[src/rtl/gpc_pkg.sv]
// Shared definitions for the (2;0;7 -> 4) generalized parallel counter:
// widths, column positions, the full-adder cell and the column reductions.
package gpc_pkg;

    localparam int W0      = 7;
    localparam int W2      = 2;
    localparam int WOUT    = 4;
    localparam int CNT0_W  = 3;

    localparam int COL0_POS = 0;
    localparam int COL2_POS = 2;
    localparam int WGT_COL0 = 1 << COL0_POS;
    localparam int WGT_COL2 = 1 << COL2_POS;

    // Stage-1 state for the two-stage pipeline.
    typedef struct packed {
        logic [CNT0_W-1:0] cnt0;
        logic [W2-1:0]     src2;
    } part_t;

    // Returns {carry, sum}.
    function automatic logic [1:0] full_add(input logic a, input logic b, input logic c);
        return {(a & b) | (a & c) | (b & c), a ^ b ^ c};
    endfunction

    // Seven weight-1 bits to a 3-bit count using four full adders.
    function automatic logic [CNT0_W-1:0] col0_count(input logic [W0-1:0] b);
        logic [1:0] fa_a;
        logic [1:0] fa_b;
        logic [1:0] fa_c;
        logic [1:0] fa_d;
        fa_a = full_add(b[0], b[1], b[2]);
        fa_b = full_add(b[3], b[4], b[5]);
        fa_c = full_add(fa_a[0], fa_b[0], b[6]);
        // The three weight-2 carries collapse into s1 and the weight-4 s2.
        fa_d = full_add(fa_a[1], fa_b[1], fa_c[1]);
        return {fa_d[1], fa_d[0], fa_c[0]};
    endfunction

    // Column 2: s2 plus both weight-4 inputs; the carry becomes dst[3].
    function automatic logic [WOUT-1:0] col2_sum(input logic [CNT0_W-1:0] cnt0,
                                                 input logic [W2-1:0]     s2);
        logic [1:0]      fa;
        logic [WOUT-1:0] hi;
        fa = full_add(cnt0[2], s2[0], s2[1]);
        hi = WOUT'(fa) << COL2_POS;
        return hi | WOUT'(cnt0[1:0]);
    endfunction

endpackage

[src/rtl/gpc_207_4_if.sv]
// Data/valid bundle between a GPC cell and its producer/consumer.
interface gpc_207_4_if;
    import gpc_pkg::*;

    logic            in_valid;
    logic [W0-1:0]   src0;
    logic [W2-1:0]   src2;
    logic [WOUT-1:0] dst;
    logic            out_valid;

    modport master (output in_valid, src0, src2, input dst, out_valid);
    modport slave  (input in_valid, src0, src2, output dst, out_valid);
endinterface

[src/rtl/gpc_207_4_core.sv]
// Purely combinational (2;0;7 -> 4) compressor, reusable in other GPC trees.
module gpc207_4_core
    import gpc_pkg::*;
(
    input  logic [W0-1:0]   src0,
    input  logic [W2-1:0]   src2,
    output logic [WOUT-1:0] dst
);

    logic [CNT0_W-1:0] cnt0;

    always_comb begin
        cnt0 = col0_count(src0);
        dst  = col2_sum(cnt0, src2);
    end

endmodule

[src/rtl/gpc_207_4.sv]
// Registered (2;0;7 -> 4) GPC cell: LATENCY register stages (1 or 2) with a
// matching valid shift chain; no backpressure.
module gpc_207_4
    import gpc_pkg::*;
#(
    parameter int LATENCY = 1
) (
    input  logic          clk,
    input  logic          rst,
    gpc_207_4_if.slave    bus
);

    logic [WOUT-1:0]    dst_q;
    logic [WOUT-1:0]    dst_d;
    logic [LATENCY-1:0] vld_q;
    logic [LATENCY-1:0] vld_d;

    assign vld_d[0] = bus.in_valid;
    for (genvar gi = 1; gi < LATENCY; gi++) begin : g_vld
        assign vld_d[gi] = vld_q[gi-1];
    end

    if (LATENCY == 1) begin : g_lat1
        logic [WOUT-1:0] sum_w;

        gpc207_4_core u_core (
            .src0 (bus.src0),
            .src2 (bus.src2),
            .dst  (sum_w)
        );

        always_comb begin
            dst_d = sum_w;
        end
    end else begin : g_lat2
        // Column 0 is reduced before the first register; column 2 after it.
        part_t part_q;
        part_t part_d;

        always_comb begin
            part_d.cnt0 = col0_count(bus.src0);
            part_d.src2 = bus.src2;
            dst_d       = col2_sum(part_q.cnt0, part_q.src2);
        end

        always_ff @(posedge clk or posedge rst) begin
            if (rst) begin
                part_q <= '0;
            end else begin
                part_q <= part_d;
            end
        end
    end

    always_ff @(posedge clk or posedge rst) begin
        if (rst) begin
            dst_q <= '0;
            vld_q <= '0;
        end else begin
            dst_q <= dst_d;
            vld_q <= vld_d;
        end
    end

    assign bus.dst       = dst_q;
    assign bus.out_valid = vld_q[LATENCY-1];

endmodule

[src/flat_wrapper.sv]
// flat-port wrapper written by rule: the top's interface ports become plain ports
module gpc_207_4_flat import gpc_pkg::*;
#(
    parameter int LATENCY = 1
)
  (clk, rst, bus_in_valid, bus_src0, bus_src2, bus_dst, bus_out_valid);
  gpc_207_4_if bus_i ();
  input  logic clk;
  input  logic rst;
  input wire logic [$bits(bus_i.in_valid)-1:0] bus_in_valid;
  input wire logic [$bits(bus_i.src0)-1:0] bus_src0;
  input wire logic [$bits(bus_i.src2)-1:0] bus_src2;
  output wire logic [$bits(bus_i.dst)-1:0] bus_dst;
  output wire logic [$bits(bus_i.out_valid)-1:0] bus_out_valid;
  assign bus_i.in_valid = bus_in_valid;
  assign bus_i.src0 = bus_src0;
  assign bus_i.src2 = bus_src2;
  assign bus_dst = bus_i.dst;
  assign bus_out_valid = bus_i.out_valid;
  gpc_207_4 #(.LATENCY(LATENCY)) u_core (.clk(clk), .rst(rst), .bus(bus_i));
endmodule
[config.mk]
export PLATFORM = sky130hd
export DESIGN_NAME = gpc_207_4_flat
export DESIGN_NICKNAME = d
export VERILOG_FILES = /design/src/rtl/gpc_pkg.sv /design/src/rtl/gpc_207_4_if.sv /design/src/rtl/gpc_207_4_core.sv /design/src/rtl/gpc_207_4.sv /design/src/flat_wrapper.sv
export SDC_FILE = /design/constraint.sdc
export NUM_CORES = 1
export LEC_CHECK = 0
export CORE_AREA = 2 2 39 41
export CTS_BUF_LIST = sky130_fd_sc_hd__clkbuf_4 sky130_fd_sc_hd__clkbuf_8
export DETAILED_ROUTE_END_ITERATION = 8
export DIE_AREA = 0 0 41 43
export PLACE_DENSITY = 0.58
export SYNTH_ARGS = -nofsm -noshare
export SYNTH_HDL_FRONTEND = slang
export SYNTH_SLANG_ARGS = --single-unit
[constraint.sdc]
create_clock -name clk -period 0.8 [get_ports clk]
set_input_delay 0.08 -clock clk [delete_from_list [all_inputs] [get_ports clk]]
set_output_delay 0.08 -clock clk [all_outputs]
set_load 0.1 [all_outputs]
==> impl_metrics.json, run 1 <==
{
  "drt-initial-drc-count": 2,
  "wl_um": 461,
  "gp_congestion": 0.574,
  "cap_violations": 0,
  "synth.distinct_cells": 3,
  "async_flop_share_pct": 100,
  "grt_pass1_vias": 199,
  "antenna_found_initial": 0,
  "portBuffers": 16,
  "crit_fanout": 1,
  "status": "finished, violations left",
  "wire_per_inst_um": 7.81,
  "netlist_area_sq_um": 274,
  "critPathCaptureType": "flip-flop",
  "fin_cells": 59,
  "place_ws_ns": -1.67,
  "finalHoldViolations": 0,
  "final_util_pct": 38.1,
  "cp_num_buf_inv": 3,
  "crit_family": "adder cells",
  "combPwrFrac_pct": 55.3,
  "area_growth_pct": 92.2,
  "slew_headroom_pct": 87.5,
  "drive_gt1_share_pct": 60.5,
  "start_kind": "input pin",
  "chipHeight_um": 43,
  "final_nets": 61,
  "holdCritPathClass": "in -> async",
  "pwr-share-clk_pct": 21.1,
  "rows": 14,
  "leakagePower_nw": 0.266,
  "cts_buffers": 3,
  "antenna_cells": 0,
  "post_cts_buffers": 0,
  "tns_ns": -3.42,
  "final.period_utilization_pct": 227,
  "dpl.cell_count": 55,
  "final_antenna_net_count": 0,
  "ir_worst_vdd_mv": 1.38,
  "h-tree-depth": 1,
  "fp.dieW_um": 41,
  "yosys-top-cells-area": "dfrtp_1 46%, fa_1 37%, inv_1 18%",
  "swShare_pct": 44.5,
  "via_count": 202,
  "tightest_slew_ns": 0.187,
  "gr-total-overflow": 0,
  "worstPathArrival_ns": 1.95,
  "firstDrtPassIters": 2,
  "boundaryPins": 17,
  "violations": "setup timing",
  "drv_slew": 0,
  "path_cells": "buf_6 > fa_1 > inv_2 > fa_2 > fa_2 > fa_1 > inv_1",
  "cts.clk_slew.worst_paths_ns": 0.05,
  "syn_area_per_cell_sq_um": 11.9,
  "root_buffer": "clkbuf_4",
  "p_int_uw": 863,
  "period_needed_ns": 1.81,
  "timing.final.ws_setup_ns": -1.01,
  "worst_path_max_delay_cell": "fa_1",
  "power_mw": 1.55,
  "synth-edff-count": 0,
  "synth_nets": 40,
  "ys.flop_type": "dfrtp_1",
  "whs_ns": 0.0370,
  "powerDensity_nw_per_um2": 2950,
  "synth_top_area_cell": "dfrtp_1",
  "dpl_cell_area_sq_um": 514,
  "viasPerCell": 3.42,
  "setup_viol": 9,
  "power.switching_uw": 691,
  "drc": 0,
  "crit_path_max_incr_delay_ns": 0.54,
  "criticalPathCategory": "in -> reg",
  "die-area_sq_um": 1760,
  "grtUsageTotal_pct": 8.95,
  "yosysWarnings": 0,
  "coreArea_sq_um": 1380,
  "p_seq_share_pct": 23.6,
  "syn-instance-count": 23,
  "design_area_sq_um": 527,
  "yosysSeqAreaShare_pct": 45.7,
  "synth_most_common_cell": "inv_1",
  "start_util_pct": 19.8,
  "rsz0062_at_grt": "yes",
  "cts_buffer_depth": 2,
  "synth_seq_cells": 5,
  "grt_pass1_wl_um": 862,
  "cts_sinks": 5,
  "synth_top_area_share_pct": 45.7,
  "max_freq_mhz": 551,
  "cts_tree": "yes",
  "hpwl_um": 410,
  "cts_hold_buf": 0,
  "synth.top_cells.by_count": "13 x inv_1, 5 x dfrtp_1, 5 x fa_1",
  "cp_data_required_time_ns": 0.93,
  "grt_max_degree": 6
}
registers in the layout, indices dropped and copies added, names as in the netlist:
| name | flops |
|---|---|
| u_core.bus.dst | 4 |
| u_core.bus.out_valid | 1 |
cells in the final DEF, fill, tap and decap left out:
cell / n
buf_6: 2
inv_2: 5
fa_1: 3
dfrtp_1: 1
clkbuf_4: 4
buf_12: 5
fa_2: 2
buf_2: 4
clkdlybuf4s50_1: 5
dfrtp_2: 4
inv_1: 8
logic make-up (layout without fill, tap and decap cells):
group / after synthesis / after routing / share of synthesized area (%)
adder cells (fa/ha/maj): 5 / 5 / 36.5
buffers and inverters: 13 / 33 / 17.8
flip-flops: 5 / 5 / 45.7
timing repair:
action                     in CTS  in global routing
pin swaps                       5                  5
resized for setup              23                  3
setup endpoints to repair       9                  9
area by class of cell:
type | count | area (sq um)
fill | 143 | 857
timing repair buffer | 16 | 193
sequential | 5 | 130
multi-input combinational | 5 | 105
inverter | 13 | 48.8
clock buffer | 4 | 30.0
tap | 16 | 20.0
final timing paths:
| kind | start | endpoint | slack (ns) | cells past startpoint |
|---|---|---|---|---|
| worst max-delay path | bus_src0[4] | u_core.bus.dst[2]$_DFF_PP0_ | -1.01 | 7 |
| worst min-delay path | rst | u_core.bus.out_valid$_DFF_PP0_ | 0.04 | 2 |
| max in group asynchronous | rst | u_core.bus.dst[3]$_DFF_PP0_ | 0.58 | 2 |
| min in group clk | bus_in_valid | u_core.bus.out_valid$_DFF_PP0_ | 0.27 | 1 |
layer usage:
metal | share of wire, % | track usage (%)
met1 | 27 | 8.05
met4 | 0 | 6.00
met5 | 0 | 0
met3 | 15 | 11.0
met2 | 58 | 10.6
power by group through the flow:
stage	registers, mW	logic, mW	clock network [mW]
4_1_cts	0.367	0.855	0.352
3_3_place_gp	0.371	0.847	0
3_5_place_dp	0.371	0.860	0
5_1_grt	0.370	0.907	0.390
6_report	0.366	0.859	0.329
2_1_floorplan	0.770	0.0959	0
No activity file was read; power rests on OpenSTA's default activity.
==> run 2, diff against run 1 <==
Settings changed: SYNTH_HIERARCHICAL from default to 1.
==> run 2 against run 1 <==
  * The run still ends with setup timing left
  * Sequential share of layout area did not move
  * Routed wire length fell by 6.5%
  * First-iteration DRC count fell by 50%
  * Power fell by 2.4%
  * Count of clock-buffer cells in the layout did not move
  * Via count fell by 4.0%
==> impl_metrics.json, run 2 <==
{
  "status": "finished, violations left",
  "violations": "setup timing",
  "synth_top_area_share_pct": 45.7,
  "final_cell_mix": "11 x inv_1, 5 x clkdlybuf4s50_1, 5 x buf_12",
  "cts_hold_buf": 0,
  "h-tree-depth": 1,
  "drive_gt1_share_pct": 53.5,
  "via_count": 194,
  "yosysSeqAreaShare_pct": 45.7,
  "worst_path_max_delay_cell": "fa_1",
  "cts_sinks": 5,
  "tightest_slew_ns": 0.175,
  "rows": 14,
  "wl_um": 431,
  "wl_met2_um": 236,
  "tns_ns": -3.36,
  "setup_viol": 9,
  "gr-total-overflow": 0,
  "worstPathArrival_ns": 1.94,
  "slew_headroom_pct": 88.3,
  "criticalPathCategory": "in -> reg",
  "timing.final.ws_setup_ns": -1.01,
  "rsz0062_at_grt": "yes",
  "coreArea_sq_um": 1380,
  "root_buffer": "clkbuf_4",
  "netlist_area_sq_um": 274,
  "synth-edff-count": 0,
  "final_common_cell": "inv_1",
  "yosys-top-cells-area": "dfrtp_1 46%, fa_1 37%, inv_1 18%",
  "cp_data_required_time_ns": 0.93,
  "synth_seq_cells": 5,
  "dpl.cell_count": 55,
  "final_antenna_net_count": 0,
  "path_cells": "buf_6 > fa_1 > inv_1 > fa_2 > fa_2 > fa_1 > inv_1",
  "final.period_utilization_pct": 226,
  "period_needed_ns": 1.81,
  "syn-instance-count": 23,
  "grt_pass1_vias": 187,
  "drt-initial-drc-count": 1,
  "wire_per_inst_um": 7.31,
  "yosysWarnings": 6,
  "firstDrtPassIters": 2,
  "crit_family": "adder cells",
  "met1_length_um": 121,
  "cap_violations": 0,
  "boundaryPins": 17,
  "whs_ns": 0.0357,
  "crit_path_max_incr_delay_ns": 0.52,
  "holdCritPathClass": "in -> async",
  "portBuffers": 16,
  "cts_tree": "yes",
  "largest_reg_flops": 4,
  "crit_fanout": 1,
  "final_nets": 61,
  "area_growth_pct": 92.2,
  "routed.top_layer": "met4",
  "synth_nets": 40,
  "viasPerCell": 3.29,
  "wl_met3_um": 54,
  "cts.clk_slew.worst_paths_ns": 0.04,
  "drv_slew": 0,
  "powerDensity_nw_per_um2": 2880,
  "drc": 0,
  "syn_area_per_cell_sq_um": 11.9,
  "ys.flop_type": "dfrtp_1",
  "synth_top_area_cell": "dfrtp_1",
  "start_util_pct": 19.8,
  "place_ws_ns": -1.66,
  "fin_cells": 59,
  "synth_most_common_cell": "inv_1",
  "grtUsageTotal_pct": 7.52,
  "ir_worst_vdd_mv": 0.919,
  "gp_congestion": 0.594,
  "post_cts_buffers": 0,
  "grt_max_degree": 6,
  "chipHeight_um": 43,
  "max_freq_mhz": 552,
  "power_mw": 1.52,
  "synth.top_cells.by_count": "13 x inv_1, 5 x dfrtp_1, 5 x fa_1",
  "cts_buffer_depth": 2,
  "leakagePower_nw": 0.269,
  "grt_pass1_wl_um": 724,
  "antenna_found_initial": 0,
  "finalHoldViolations": 0,
  "die-area_sq_um": 1760,
  "hpwl_um": 410,
  "async_flop_share_pct": 100,
  "antenna_cells": 0,
  "fp.dieW_um": 41,
  "synth.distinct_cells": 3,
  "start_kind": "input pin",
  "cts_buffers": 3,
  "cp_num_buf_inv": 3,
  "critPathCaptureType": "flip-flop"
}
-- run 2: path summary, 6_finish.rpt --
path	end	from	cells past startpoint	slack, ns
max in group asynchronous	u_core/bus.out_valid$_DFF_PP0_	rst	2	0.59
min in group clk	u_core/bus.out_valid$_DFF_PP0_	bus_in_valid	1	0.29
max	u_core/bus.dst[2]$_DFF_PP0_	bus_src0[3]	7	-1.01
min	u_core/bus.dst[1]$_DFF_PP0_	rst	2	0.04
-- run 2: final cells by class --
cell class / count / area [sq um]
inverter: 13 / 48.8
tap: 16 / 20.0
sequential: 5 / 130
timing repair buffer: 16 / 193
fill: 141 / 857
clock buffer: 4 / 30.0
multi-input combinational: 5 / 105
-- run 2: per-stage QoR --
step / cell area, sq um / util, %
floorplan: 284 / -
global placement: 514 / 37.2
detailed placement: 514 / 37.2
CTS: 526 / 38.0
global route: 527 / 38.1
finish: 527 / 38.1
-- run 2: repair_timing --
item,in CTS,in global routing
pin swaps,5,5
setup endpoints to repair,9,9
resized for setup,22,2
-- run 2: where the power goes --
part,switching [mW],leakage [nW],internal [mW],total (mW)
combinational,0.528,0.197,0.311,0.839
sequential,0.0454,0.0543,0.321,0.366
clock,0.0903,0.0184,0.222,0.312
total,0.664,0.269,0.853,1.52
-- run 2: cells by family (layout without fill, tap and decap cells) --
group	count (synthesis)	count (layout)	share of synthesized area, %
buffers and inverters	13	33	17.8
adder cells (fa/ha/maj)	5	5	36.5
flip-flops	5	5	45.7
-- run 2: per-layer routing --
layer | up-vias | GRT usage, %
met3 | 2 | 3.66
li1 | 95 | -
met5 | - | 0
met2 | 14 | 9.69
met1 | 83 | 6.02
met4 | 0 | 12.0
